**src/rtl/single_led_decoder_if.sv**
```systemverilog
// Single-wire LED data bus: serial line in, decoded word,
// status pulses and the forwarded line out.
interface single_led_decoder_if;
    logic        DI;
    logic [23:0] data;
    logic        data_valid;
    logic        DO;
    logic        frame_reset;
    logic        err;

    modport master (
        output DI,
        input  data,
        input  data_valid,
        input  DO,
        input  frame_reset,
        input  err
    );

    modport slave (
        input  DI,
        output data,
        output data_valid,
        output DO,
        output frame_reset,
        output err
    );
endinterface

```
**src/rtl/single_led_decoder.sv**
```systemverilog
// Pulse-width decoder for one LED in a daisy chain: captures
// 24 bits LSB first, then forwards the line to the next LED.
module single_led_decoder #(
    parameter int MIN_HIGH     = 5,
    parameter int BIT_THRESH   = 30,
    parameter int MAX_HIGH     = 55,
    parameter int RESET_CYCLES = 2500
) (
    input logic                clk,
    input logic                rst_n,
    single_led_decoder_if.slave io
);

    localparam int LW = $clog2(RESET_CYCLES + 1);
    localparam logic [LW-1:0] LCNT_MAX = LW'(RESET_CYCLES);
    localparam logic [LW-1:0] LCNT_HIT = LW'(RESET_CYCLES - 1);

    typedef enum logic [1:0] {
        CAPTURE,
        PASS,
        WAIT_RESET
    } state_t;

    state_t        state_q;
    state_t        state_d;
    logic          s1;
    logic          di_s;
    logic          di_q;
    logic [5:0]    hcnt;
    logic [LW-1:0] lcnt;
    logic [4:0]    idx_q;
    logic [22:0]   shreg;
    logic [23:0]   data_q;
    logic          dv_q;
    logic          err_q;
    logic          fr_q;
    logic          do_q;

    logic rise;
    logic fall;
    logic line_rst;
    logic glitch;
    logic toolong;
    logic bit_v;
    logic cap_fall;
    logic take;
    logic last;
    logic err_d;
    logic dv_d;
    logic fr_d;
    logic do_d;

    assign rise     = di_s & ~di_q;
    assign fall     = ~di_s & di_q;
    assign line_rst = ~di_s && (lcnt == LCNT_HIT);
    assign glitch   = int'(hcnt) < MIN_HIGH;
    assign toolong  = int'(hcnt) > MAX_HIGH;
    assign bit_v    = int'(hcnt) >= BIT_THRESH;
    assign cap_fall = (state_q == CAPTURE) && fall && !line_rst;
    assign take     = cap_fall && !glitch && !toolong;
    assign last     = take && (idx_q == 5'd23);

    // hcnt holds the finished pulse length during the falling-edge cycle
    always_ff @(posedge clk or negedge rst_n) begin
        if (!rst_n) begin
            s1   <= 1'b0;
            di_s <= 1'b0;
            di_q <= 1'b0;
            hcnt <= '0;
            lcnt <= '0;
        end else begin
            s1   <= io.DI;
            di_s <= s1;
            di_q <= di_s;
            if (di_s)
                hcnt <= rise ? 6'd1 : (&hcnt ? hcnt : hcnt + 6'd1);
            if (di_s)
                lcnt <= '0;
            else if (lcnt != LCNT_MAX)
                lcnt <= lcnt + LW'(1);
        end
    end

    always_ff @(posedge clk or negedge rst_n) begin
        if (!rst_n)
            state_q <= CAPTURE;
        else
            state_q <= state_d;
    end

    always_comb begin
        state_d = state_q;
        unique case (1'b1)
            line_rst:           state_d = CAPTURE;
            last:               state_d = PASS;
            cap_fall & toolong: state_d = WAIT_RESET;
            default:            ;
        endcase
    end

    always_comb begin
        err_d = cap_fall && (glitch || toolong);
        dv_d  = last;
        fr_d  = line_rst;
        do_d  = (state_q == PASS) && di_s;
    end

    always_ff @(posedge clk or negedge rst_n) begin
        if (!rst_n) begin
            idx_q  <= '0;
            shreg  <= '0;
            data_q <= '0;
            dv_q   <= 1'b0;
            err_q  <= 1'b0;
            fr_q   <= 1'b0;
            do_q   <= 1'b0;
        end else begin
            dv_q  <= dv_d;
            err_q <= err_d;
            fr_q  <= fr_d;
            do_q  <= do_d;
            if (line_rst || (cap_fall && toolong)) begin
                idx_q <= '0;
                shreg <= '0;
            end else if (last) begin
                data_q <= {bit_v, shreg};
                idx_q  <= '0;
                shreg  <= '0;
            end else if (take) begin
                shreg[idx_q] <= bit_v;
                idx_q        <= idx_q + 5'd1;
            end
        end
    end

    assign io.data        = data_q;
    assign io.data_valid  = dv_q;
    assign io.err         = err_q;
    assign io.frame_reset = fr_q;
    assign io.DO          = do_q;

endmodule

```
**src/flat_wrapper.sv**
```systemverilog
// flat-port wrapper written by rule: the top's interface ports become plain ports
module single_led_decoder_flat 
#(
    parameter int MIN_HIGH     = 5,
    parameter int BIT_THRESH   = 30,
    parameter int MAX_HIGH     = 55,
    parameter int RESET_CYCLES = 2500
)
  (clk, rst_n, io_DI, io_data, io_data_valid, io_DO, io_frame_reset, io_err);
  single_led_decoder_if io_i ();
  input logic clk;
  input logic rst_n;
  input wire logic [$bits(io_i.DI)-1:0] io_DI;
  output wire logic [$bits(io_i.data)-1:0] io_data;
  output wire logic [$bits(io_i.data_valid)-1:0] io_data_valid;
  output wire logic [$bits(io_i.DO)-1:0] io_DO;
  output wire logic [$bits(io_i.frame_reset)-1:0] io_frame_reset;
  output wire logic [$bits(io_i.err)-1:0] io_err;
  assign io_i.DI = io_DI;
  assign io_data = io_i.data;
  assign io_data_valid = io_i.data_valid;
  assign io_DO = io_i.DO;
  assign io_frame_reset = io_i.frame_reset;
  assign io_err = io_i.err;
  single_led_decoder #(.MIN_HIGH(MIN_HIGH), .BIT_THRESH(BIT_THRESH), .MAX_HIGH(MAX_HIGH), .RESET_CYCLES(RESET_CYCLES)) u_core (.clk(clk), .rst_n(rst_n), .io(io_i));
endmodule
```
**config.mk**
```make
export PLATFORM = sky130hd
export DESIGN_NAME = single_led_decoder_flat
export DESIGN_NICKNAME = d
export VERILOG_FILES = /design/src/rtl/single_led_decoder_if.sv /design/src/rtl/single_led_decoder.sv /design/src/flat_wrapper.sv
export SDC_FILE = /design/constraint.sdc
export NUM_CORES = 1
export LEC_CHECK = 0
export BUFFER_PORTS_ARGS = -buffer_cell sky130_fd_sc_hd__buf_2
export CAP_MARGIN = 20
export CORE_UTILIZATION = 40
export CTS_BUF_LIST = sky130_fd_sc_hd__clkbuf_2
export DETAILED_ROUTE_END_ITERATION = 10
export PLACE_DENSITY = 0.64
export SLEW_MARGIN = 15
export SYNTH_ARGS = -nofsm -noshare
export SYNTH_HDL_FRONTEND = slang
export SYNTH_SLANG_ARGS = --single-unit
```
**constraint.sdc**
```tcl
create_clock -name clk -period 2 [get_ports clk]
set_input_delay 0.1 -clock clk [delete_from_list [all_inputs] [get_ports clk]]
set_output_delay 0.1 -clock clk [all_outputs]
set_load 0.1 [all_outputs]
```
# Word-level counts from Yosys, hierarchy flattened

Index checks and enable logic that the tools add are counted.

$add $sub $neg: 3
Multipliers: 0
Div/mod/pow operators: 0
$lt $le $gt $ge: 5
Equality and inequality tests: 5
Shift-type cells: 0
Muxes and demuxes: 14
Bitwise gates (word level): 6
Reduce and logical (&&, ||, !) cells: 22

Operators by type and width:

| kind                    | number |
|---|---|
| $mux W23                | 3 |
| $mux W12                | 2 |
| $bwmux W23              | 1 |
| $mux W5                 | 3 |
| $add A12 B1 Y12 const B | 1 |
| $eq A12 B12 Y1 const B  | 1 |
| $mux W6                 | 2 |
| $ne A12 B12 Y1 const B  | 1 |
| $logic_and A1 B1 Y1     | 10 |
| $add A6 B1 Y6 const B   | 1 |
| $ge A6 B5 Y1 const B    | 1 |
| $gt A6 B6 Y1 const B    | 1 |
| $lt A5 B6 Y1 const B    | 1 |
| $lt A6 B3 Y1 const B    | 1 |
| $pmux W2 S3             | 1 |
| $reduce_and A6 Y1       | 1 |
| $reduce_bool A3 Y1      | 2 |
| $add A5 B1 Y5 const B   | 1 |
| $demux W1 S5            | 1 |
| $eq A5 B5 Y1 const B    | 1 |
| $ge A5 B1 Y1 const B    | 1 |
| $reduce_and A2 Y1       | 2 |
| $and A1 B1 Y1           | 3 |
| $logic_not A1 Y1        | 3 |
| 7 further kinds         | 10 |

Flip-flop bits (word level): 79
Latch bits: 0
RAM bits: 0
Memory bits (read-only): 0
Input bits: 3
Memories: 0

# Logic depth before layout (Yosys ltp)

Gate-level depths: netlist (run 1).

Depth after elaboration: 9
Depth in mapped cells: 7
Depth with buffers taken out: 6

# Least setup slack after synthesis (run 1)

Ideal clock, no wire load.

Path type: reg-to-reg
Start: register u_core.hcnt[0]
End: register u_core.data_q[10], in the netlist u_core.io.data[10]
Setup time: 0.126 ns
Arrival time: 1.999 ns
Path slack: -0.125 ns
Cell stages (with the launch flop): 8
Clock period less this slack: 2.125 ns
Path through: dfrtp_1 -> inv_1 -> ha_1 -> nor2b_1 -> o21ai_0 -> nor4_4 -> buf_6 -> mux2_4

Longest elaborated chain between the ends: 6
Elaborated cells between the ends (all ways): 11
Those cells by class: 2 x order compare; 1 x bitwise; 8 x reduce/logical

Ends and longest elaborated chain:

| what                              | RTL line                  | text |
|---|---|---|
| from (decl)                       | single_led_decoder.sv:29  | `logic [5:0] hcnt;` |
| from (signal assigned)            | single_led_decoder.sv:76  | `hcnt <= rise ? 6'd1 : (&hcnt ? hcnt : hcnt + 6'd1);` |
| $lt A6 B3 Y1                      | single_led_decoder.sv:56  | `assign glitch = int'(hcnt) < MIN_HIGH;` |
| $logic_not A1 Y1                  | single_led_decoder.sv:60  | `assign take = cap_fall && !glitch && !toolong;` |
| $logic_and A1 B1 Y1 (2 in series) | single_led_decoder.sv:60  |  |
| $logic_and A1 B1 Y1               | single_led_decoder.sv:61  | `assign last = take && (idx_q == 5'd23);` |
| $reduce_and A2 Y1 (no line) (*)   | --                        |  |
| to (signal assigned)              | single_led_decoder.sv:126 | `data_q <= {bit_v, shreg};` |
| to (decl)                         | single_led_decoder.sv:33  | `logic [23:0] data_q;` |

Mark *: on every way between the ends. The rest lies on a longest branch, timed or not.
A chain may end at the register's enable or synchronous reset.

# Worst setup path in the final report (run 1)

Start: register u_core.lcnt[9]
End: register u_core.data_q[11], in the netlist u_core.io.data[11]

Longest elaborated chain between the ends: 8
Elaborated cells between the ends (all ways): 11
Those cells by class: 1 x eq/ne; 1 x bitwise; 9 x reduce/logical

Ends and longest elaborated chain:

| what                                                      | RTL line                                            | text |
|---|---|---|
| from (decl)                                               | single_led_decoder.sv:30                            | `logic [LW-1:0] lcnt;` |
| from (signal assigned)                                    | single_led_decoder.sv:80                            | `lcnt <= lcnt + LW'(1);` |
| $eq A12 B12 Y1 (*)                                        | single_led_decoder.sv:55                            | `assign line_rst = ~di_s && (lcnt == LCNT_HIT);` |
| $logic_and A1 B1 Y1 (*)                                   | single_led_decoder.sv:55                            |  |
| $logic_not A1 Y1                                          | single_led_decoder.sv:59                            | `assign cap_fall = (state_q == CAPTURE) && fall && !line_rst;` |
| $logic_and A1 B1 Y1                                       | single_led_decoder.sv:59                            |  |
| $logic_and A1 B1 Y1, on equally long branches             | single_led_decoder.sv:60, single_led_decoder.sv:122 |  |
| $logic_and A1 B1 Y1 or $logic_or A1 B1 Y1 (tied branches) | single_led_decoder.sv:60, single_led_decoder.sv:122 |  |
| $logic_and A1 B1 Y1 or $not A1 Y1 (tied branches)         | --                                                  |  |
| $reduce_and A2 Y1 (no line) (*)                           | --                                                  |  |

Marks and branches as above.

==> results of run 1 <==
-- state kept, by name (all words and copies together), names as in the netlist, 2 cells and up --
| signal | cells |
|---|---|
| u_core.hcnt | 6 |
| u_core.idx_q | 5 |
| u_core.io.data | 24 |
| u_core.lcnt | 12 |
| u_core.shreg | 23 |
| u_core.state_q | 2 |
-- per-layer routing --
metal  up-vias  wire, microns  global-route usage, %  part of all wire [%]
li1       1494              -                      -                     -
met1      1498           3980                   24.0                    44
met2        77           4390                   31.0                    49
met3        19            433                   4.83                   4.8
met4         0            189                   5.69                   2.1
met5         -              0                      0                     0
-- worst max-delay path: stages (launching register included) --
cell and delay (ns):
dfrtp_1 0.42, or4b_4 0.57, nor4_4 0.30, buf_4 0.17
nor4_4 0.04, buf_6 0.16, clkbuf_16 0.17, mux2_4 0.29
-- what timing repair did --
action                                  in CTS  in global routing
hold buffers                                 4                  0
endpoints found under the setup margin      40                 50
gates resized for setup                     14                 15
setup buffers                                2                  5
endpoints found under the hold margin       80                  0
pin swaps                                   14                 12
gates cloned                                 0                  2
-- final cells by class --
cell class / count / share of cell area (%)
multi-input combinational: 247 / 40.1
sequential: 79 / 38.7
timing repair buffer: 94 / 14.8
tap: 129 / 3.16
clock inverter: 7 / 1.54
clock buffer: 9 / 0.883
inverter: 10 / 0.735
-- logic make-up after synthesis --
group                      Yosys count
DFF                                 79
buffers and inverters               28
xor gates and xnor gates             6
adders and majority gates            9
AOI/OAI and AO/OA                   88
muxes                               26
and+or+nand+nor                    118
-- where the power goes --
part / switching [W] / total [W] / internal, W
registers: 0.000116 / 0.00185 / 0.00174
clock network: 0.000614 / 0.000919 / 0.000305
logic: 0.000498 / 0.000901 / 0.000403
total: 0.00123 / 0.00367 / 0.00245
-- stage by stage --
| step | setup TNS, ns | power [W] | cell area [sq um] | hold WS (ns) | util, % |
|---|---|---|---|---|---|
| 2_1_floorplan | -1.20 | 0.00235 | 3950 | -0.196 | - |
| 3_3_place_gp | -3.66 | 0.00263 | 4620 | 0.122 | 49.1 |
| 3_5_place_dp | -5.15 | 0.00266 | 4620 | 0.132 | 49.1 |
| 4_1_cts | -3.41 | 0.00366 | 4920 | 0.117 | 52.2 |
| 5_1_grt | -6.78 | 0.00388 | 5100 | 0.116 | 54.2 |
| 6_report | -4.06 | 0.00367 | 5100 | 0.180 | 54.2 |
-- final timing paths --
check	cells after the start	to	slack, ns
worst max-delay path	7	u_core.io.data[11]	-0.15
worst min-delay path	2	u_core.s1	0.18
worst max register to register	7	u_core.io.data[11]	-0.15
worst min register to register	0	u_core.di_s	0.38
max in group asynchronous	4	u_core.shreg[14]	0.33
min in group asynchronous	3	u_core.io.data[16]	0.54
-- cells in the final DEF, fill, tap and decap left out, drive strengths merged, types with 3 or more instances in the layout --
master       instances
a21oi               38
buf                 88
clkbuf              11
dfrtp               79
dlygate4sd3          4
ha                   9
inv                 13
mux2                23
mux2i                3
nand2               41
nand3               12
nand3b               3
nand4                5
nor2                16
nor3                 6
nor3b                4
nor4                 5
o211ai               4
o21ai                8
o221a               24
or3                  6
or4b                 3
xnor2                6
==> results.txt, run 1 <==
gp weighted congestion - 0.866
Critical Setup Path Class - register to register
hold_sp - io_DI
sequential fraction of the synthesis area - 50.1%
Synth Flop Type - dfrtp_1
Top Ports - 31
chip height - 101 microns
power per standard cell area - 720 nW/um^2
top cells by count, synth - dfrtp_1, nand2_1, a21oi_1
CTS root buf - clkbuf_2
Hold Vio Cnt, Final - 0
final count of negative-setup-slack endpoints - 48
top cells by area, synth - dfrtp_1, mux2_4, o221a_2
DRT antenna net count - 0
Die Wd - 101 microns
top-count cell post-synth - dfrtp_1
drt first pass iters - 4
synth warn - 0
nets - 453
max-cap viol count - 0
clock-pin slew on the worst setup and hold paths - 0.24 ns
antenna violations before repair - 0
status - complete, but fails checks
gr usage total - 18.7%
CTS H-Tree Depth - 3
largest net degree at the start of global routing - 37
worst endpoint required time - 2.48 ns
Die Area - 10,300 sq um
starting density of the core - 41.9%
largest family of logic cells by synthesized area - simple AND/OR/NAND/NOR gates
Startpoint Class - register
CTS tree - built
final worst slack - -0.151 ns
Slew headroom - 66.9%
Post-Syn Instances - 354
Worst setup EP type - register
vias per std cell - 5.37
Mapped Area - 3950 sq um
min-delay worst type - input port to register
Worst Setup SP - u_core.lcnt[9]
mux share of post-synthesis cell area - 9.03%
Area Growth Syn to Fin - 29.3%
Arr. time, crit path - 2.63 ns
CTS Buffer Depth - 2
CP Max Fanout - 10
CTS buffer count - 9
Period minus WS final - 2.15 ns
first-pass GRT wire length - 14,800 microns
post-synthesis adder-cell area fraction - 2.85%
max-slew violations - 0
Avg WL per Cell - 15.6 microns
Mean Syn Cell Area - 11.2 sq um
VDD IR max - 0.386 mV
Synth top area share - 50.1%
worst slack at placement - -0.193 ns
RSZ-0062 raised after global routing - yes
Std-Cell Rows - 35
Post-Synth Simple-Gate Area - 16.8%
Yosys reg bits - 79
PortBufs - 30
core area - 9420 sq um
Post-Synth XOR/XNOR Area - 1.33%
Slew @ Worst Pin - 0.497 ns
vias - 3,088
dpl hpwl - 5890 microns
total leakage power - 2.30 nW
fin crit share - 108%
Post-synth EDFFs - 0
Register Area - 1980 sq um
# DRC - 0
aggregate global routing overflow - 0
Synth Area in Compound Gates - 16.5%
Antenna diodes - 0
Routed WL - 9000 microns
syn_nets - 366
placed insts - 546
ys async rst share - 100%
Fillers - 832
cell taking the most area after synthesis - dfrtp_1
skew final - 0.0444 ns
Multi-input gate area - 2050 sq um
DRT iter0 DRCs - 188
maximum clock rate - 0.465 GHz
count of different cell masters after synthesis - 55
Worst-Skew Late Latency - 0.56 ns
number of global-route vias before repair - 3,085
clk sinks - 79
Final Non-Filler Cells - 575
Critical R2R Launch - u_core.lcnt[9]
ratio of cells with drive above 1 in the final layout - 37.2%
failing checks - setup timing
Note: power is estimated with default switching activity, not from simulation.
==> run 2: changes to the inputs <==
SKIP_CTS_REPAIR_TIMING = 1   (was default)
==> results.txt, run 2 (synthesis results as in run 1) <==
DRT iter0 DRCs - 161 (-14%)
Arr. time, crit path - 2.57 ns (-0.06 ns)
CTS buffer count - 9 (unchanged)
Routed WL - 8760 microns (-2.7%)
min-delay worst type - input port to asynchronous set/reset pin
Clk pwr share - 25.1% (about the same)
core area - 9420 sq um (unchanged)
total leakage power - 2.28 nW (-0.77%)
Die Wd - 101 microns (unchanged)
fin crit share - 107% (-0.34 points)
Net Sw Power - 0.00122 W (-0.49%)
CP Max Fanout - 10 (unchanged)
reg-to-reg endpoint - u_core.io.data[0]
skew final - 0.0536 ns (+0.00921 ns)
CTS H-Tree Depth - 3 (unchanged)
Antenna diodes - 0 (unchanged)
CTS tree - built
Int Pwr - 0.00244 W (-0.17%)
CTS Buffer Depth - 2 (unchanged)
maximum clock rate - 0.466 GHz (+0.32%)
drt first pass iters - 4 (unchanged)
Critical Setup Path Class - register to register
commonest non-fill, non-tap cell in the layout - dfrtp_1
number of global-route vias before repair - 3,057 (-0.91%)
Slew headroom - 62.9% (-3.9 points)
Avg WL per Cell - 15.3 microns (-2.5%)
antenna violations before repair - 0 (unchanged)
power per standard cell area - 727 nW/um^2 (+0.94%)
worst endpoint required time - 2.42 ns (-0.06 ns)
Die Area - 10,300 sq um (unchanged)
final count of negative-setup-slack endpoints - 47 (-2.1%)
RSZ-0062 raised after global routing - yes
combinational group share of total power - 24.4% (about the same)
failing checks - setup timing
commonest non-fill, non-tap cells in the layout - dfrtp_1, buf_4, nand2_1
Slew @ Worst Pin - 0.556 ns (+0.0590 ns)
Std-Cell Rows - 35 (unchanged)
vias - 3,043 (-1.5%)
VDD IR max - 0.387 mV (+0.22%)
Sw Share - 33.3% (-0.071 points)
Startpoint Class - register
Critical R2R Launch - u_core.lcnt[0]
vias per std cell - 5.30 (-1.3%)
clock-pin slew on the worst setup and hold paths - 0.26 ns (+0.02 ns)
clk sinks - 79 (unchanged)
placed insts - 546 (unchanged)
Top Ports - 31 (unchanged)
worst slack at placement - -0.193 ns (unchanged)
first-pass GRT wire length - 14,500 microns (-2.4%)
gp weighted congestion - 0.866 (unchanged)
nets - 452 (-0.22%)
largest net degree at the start of global routing - 43 (+16%)
gr usage total - 18.2% (-0.47 points)
Largest register FFs - 24 (unchanged)
ratio of cells with drive above 1 in the final layout - 37.3% (+0.084 points)
dpl hpwl - 5890 microns (unchanged)
Area Growth Syn to Fin - 27.7%
Hold Vio Cnt, Final - 0 (unchanged)
Worst-Skew Late Latency - 0.56 ns (about the same)
Worst setup EP type - register
max-slew violations - 0 (unchanged)
Worst Reg-to-Reg Cells - 8 (+1)
Seq pwr share - 50.6% (about the same)
max-cap viol count - 0 (unchanged)
DRT antenna net count - 0 (unchanged)
CTS root buf - clkbuf_2
PortBufs - 30 (unchanged)
Period minus WS final - 2.14 ns (-0.00676 ns)
starting density of the core - 41.9% (unchanged)
# DRC - 0 (unchanged)
final worst slack - -0.144 ns (+0.00676 ns)
status - complete, but fails checks
R2R setup slack - -0.14 ns (about the same)
chip height - 101 microns (unchanged)
Final Non-Filler Cells - 574 (-0.17%)
aggregate global routing overflow - 0 (unchanged)
-- run 2: worst max-delay path by stage --
stage                         from            endpoint  slack [ns]
floorplan           u_core.lcnt[5]  u_core.io.data[10]       -0.06
global placement    u_core.lcnt[5]     u_core.shreg[2]       -0.15
detailed placement  u_core.lcnt[5]    u_core.shreg[18]       -0.19
CTS                 u_core.lcnt[1]     u_core.shreg[2]       -0.21
global route        u_core.lcnt[1]   u_core.io.data[0]       -0.22
finish              u_core.lcnt[0]   u_core.io.data[0]       -0.14
-- run 2: critical path, stage by stage (launching register included) --
cell and delay, ns:
dfrtp_1 0.41, ha_2 0.18, or4b_4 0.49, nor4_4 0.17
buf_4 0.17, nor4_4 0.04, buf_4 0.16, buf_12 0.14
mux2_2 0.27
-- run 2: area by class of cell --
class                   instances  area [sq um]
multi-input cells             247          2020
fillers                       843          4370
clock inverters                 7          78.8
repair buffers                 93           718
inverters                      10          37.5
well taps                     129           161
flip-flops and latches         79          1980
clock buffers                   9          45.0
-- run 2: power by group through the flow --
stage,clock network (W),registers (W),logic [W]
6_report,0.000919,0.00185,0.000892
5_1_grt,0.00103,0.00187,0.000972
4_1_cts,0.000965,0.00184,0.000791
3_5_place_dp,0,0.00187,0.000788
3_3_place_gp,0,0.00186,0.000772
2_1_floorplan,0,0.00187,0.000474
-- run 2: per-layer routing --
layer	up-vias	routed length [microns]	track usage (%)	part of all wire (%)
met4	0	143	5.35	1.6
met5	-	0	0	0
li1	1492	-	-	-
met3	15	319	4.83	3.6
met1	1467	4090	23.6	47
met2	69	4210	30.1	48
-- run 2: stage by stage --
step,instance area (sq um),utilization [%],hold WS [ns],setup TNS (ns),power [W]
after floorplan,3950,-,-0.196,-1.20,0.00235
after global placement,4620,49.1,0.122,-3.66,0.00263
after detailed placement,4620,49.1,0.132,-5.15,0.00266
after CTS,4740,50.4,-0.548,-4.33,0.00360
after global routing,5040,53.6,0.0300,-6.54,0.00387
final,5040,53.6,0.0174,-3.46,0.00366
==> run 3: changes to the inputs <==
BUFFER_PORTS_ARGS = default   (was -buffer_cell sky130_fd_sc_hd__buf_2)
DONT_BUFFER_PORTS = 1   (was default)
PLACE_DENSITY = 0.61   (was 0.64)
==> results.txt, run 3 (synthesis results as in run 1) <==
Die Wd - 101 microns (unchanged)
fin util - 54.5% (+0.94 points)
Clk pwr share - 25.4% (+0.3 points)
Max stage delay cell, worst path - or4b_4
failing checks - setup timing
final count of negative-setup-slack endpoints - 41 (-13%)
max-cap viol count - 0 (unchanged)
Crit path max-delay family - simple AND/OR/NAND/NOR gates
WP buf/inv - 2 (-1)
RSZ-0062 raised after global routing - yes
DRT iter0 DRCs - 121 (-25%)
Fillers - 810 (-3.9%)
Area Growth Syn to Fin - 30.0%
Top Ports - 31 (unchanged)
Net Sw Power - 0.00126 W (+2.8%)
ratio of cells with drive above 1 in the final layout - 38.1% (+0.76 points)
Pwr Total - 0.00374 W (+2.0%)
gr usage total - 18.4% (+0.13 points)
clk sinks - 79 (unchanged)
placed insts - 550 (+0.73%)
drt first pass iters - 4 (unchanged)
Routed WL - 9090 microns (+3.8%)
CTS H-Tree Depth - 3 (unchanged)
worst endpoint required time - 2.45 ns (+0.03 ns)
Top cell by count, worst path - nor4_4
CTS buffer count - 9 (unchanged)
CP Max Fanout - 20 (+10)
Sw Share - 33.6% (+0.29 points)
fin crit share - 107% (about the same)
Multi-input gate area - 2070 sq um (+2.2%)
Worst-Skew Late Latency - 0.54 ns (-0.02 ns)
Die Area - 10,300 sq um (unchanged)
vias per std cell - 5.44 (+2.6%)
Critical Setup Path Class - register to register
maximum clock rate - 0.466 GHz (about the same)
commonest non-fill, non-tap cell in the layout - buf_4
power per standard cell area - 728 nW/um^2 (+0.19%)
CP Cell Sequence - or4b_4 -> nor4_4 -> buf_4 -> nor4_4 -> buf_12 -> mux2_4
Period minus WS final - 2.14 ns (+0.000850 ns)
vias - 3,118 (+2.5%)
Std-Cell Rows - 35 (unchanged)
final worst slack - -0.145 ns (-0.000850 ns)
Worst setup EP type - register
worst slack at placement - -0.174 ns (+0.0188 ns)
Int Pwr - 0.00248 W (+1.5%)
Avg WL per Cell - 15.9 microns (+4.0%)
setup_tns - -4.04 ns (-0.574 ns)
combinational group share of total power - 25.3% (+0.9 points)
Arr. time, crit path - 2.60 ns (+0.03 ns)
commonest non-fill, non-tap cells in the layout - buf_4, dfrtp_1, nand2_1
Hold Vio Cnt, Final - 0 (unchanged)
status - complete, but fails checks
CTS Buffer Depth - 2 (unchanged)
min-delay worst type - input port to asynchronous set/reset pin
DRT antenna net count - 0 (unchanged)
dpl hpwl - 6160 microns (+4.5%)
core area - 9420 sq um (unchanged)
chip height - 101 microns (unchanged)
total leakage power - 2.28 nW (-0.10%)
Largest register FFs - 24 (unchanged)
first-pass GRT wire length - 14,800 microns (+1.9%)
Max stage delay on crit path - 0.52 ns (+0.03 ns)
Antenna diodes - 0 (unchanged)
starting density of the core - 41.9% (unchanged)
CTS tree - built
skew final - 0.0443 ns (-0.00927 ns)
nets - 451 (-0.22%)
aggregate global routing overflow - 0 (unchanged)
largest net degree at the start of global routing - 80 (+86%)
CTS root buf - clkbuf_2
antenna violations before repair - 0 (unchanged)
number of global-route vias before repair - 2,935 (-4.0%)
VDD IR max - 0.448 mV (+16%)
Startpoint Class - register
Slew headroom - 69.6% (+6.6 points)
PortBufs - 0 (-100%)
Register Area - 1980 sq um (unchanged)
Seq pwr share - 49.3% (-1.3 points)
Slew @ Worst Pin - 0.455 ns (-0.100 ns)
gp weighted congestion - 0.846 (-2.2%)
# DRC - 0 (unchanged)
max-slew violations - 0 (unchanged)
Final Non-Filler Cells - 573 (-0.17%)
clock-pin slew on the worst setup and hold paths - 0.27 ns (about the same)
run 3: cell count changes in the layout (fill, tap and decap cells not counted), moves of 2 or more:
cell and delta:
a21oi_2 +2, buf_4 +31, o221a_4 +4, buf_2 -29, o221a_2 -4, buf_12 -2
run 3: per-layer routing:
metal / vias to the layer above / GRT usage (%) / part of all wire (%)
met5: - / 0 / 0
met4: 0 / 4.79 / 0.86
met3: 9 / 3.86 / 2.8
met2: 62 / 30.4 / 50
met1: 1568 / 24.6 / 46
li1: 1479 / - / -
run 3: cell type report:
type | instances | share of cell area (%)
Timing Repair Buffer | 92 | 14.8
Inverter | 10 | 0.732
Clock buffer | 9 | 0.878
Tap cell | 129 | 3.15
Multi-Input combinational cell | 247 | 40.3
Sequential cell | 79 | 38.5
Clock inverter | 7 | 1.63
run 3: worst register-to-register path: stages, from the launching register on:
cell and delay, ns:
dfrtp_1 0.44, or4b_4 0.52, nor4_4 0.38, buf_4 0.19
nor4_4 0.05, buf_12 0.18, mux2_4 0.31
run 3: final timing paths:
kind | start | end | slack [ns] | cells after the start
worst max-delay path | u_core.lcnt[10] | u_core.io.data[17] | -0.14 | 6
max in group asynchronous | rst_n | u_core.shreg[1] | 1.57 | 2
worst min register to register | u_core.s1 | u_core.di_s | 0.39 | 0
worst max register to register | u_core.lcnt[10] | u_core.io.data[17] | -0.14 | 6
worst min-delay path | rst_n | u_core.shreg[13] | 0.08 | 2
min in group clk | io_DI | u_core.s1 | 0.13 | 1
run 3: power by group through the flow:
stage	clock [W]	sequential [W]	combinational [W]
6_report	0.000947	0.00184	0.000946
5_1_grt	0.00106	0.00186	0.00102
3_3_place_gp	0	0.00185	0.000772
3_5_place_dp	0	0.00186	0.000794
4_1_cts	0.000976	0.00183	0.000798
2_1_floorplan	0	0.00187	0.000474
run 3: stage by stage:
step | cell area (sq um) | hold slack (ns)
after CTS | 4830 | -0.845
final | 5130 | 0.0777
after global placement | 4700 | -0.193
after detailed placement | 4700 | -0.194
after floorplan | 3950 | -0.196
after global routing | 5130 | 0.0325
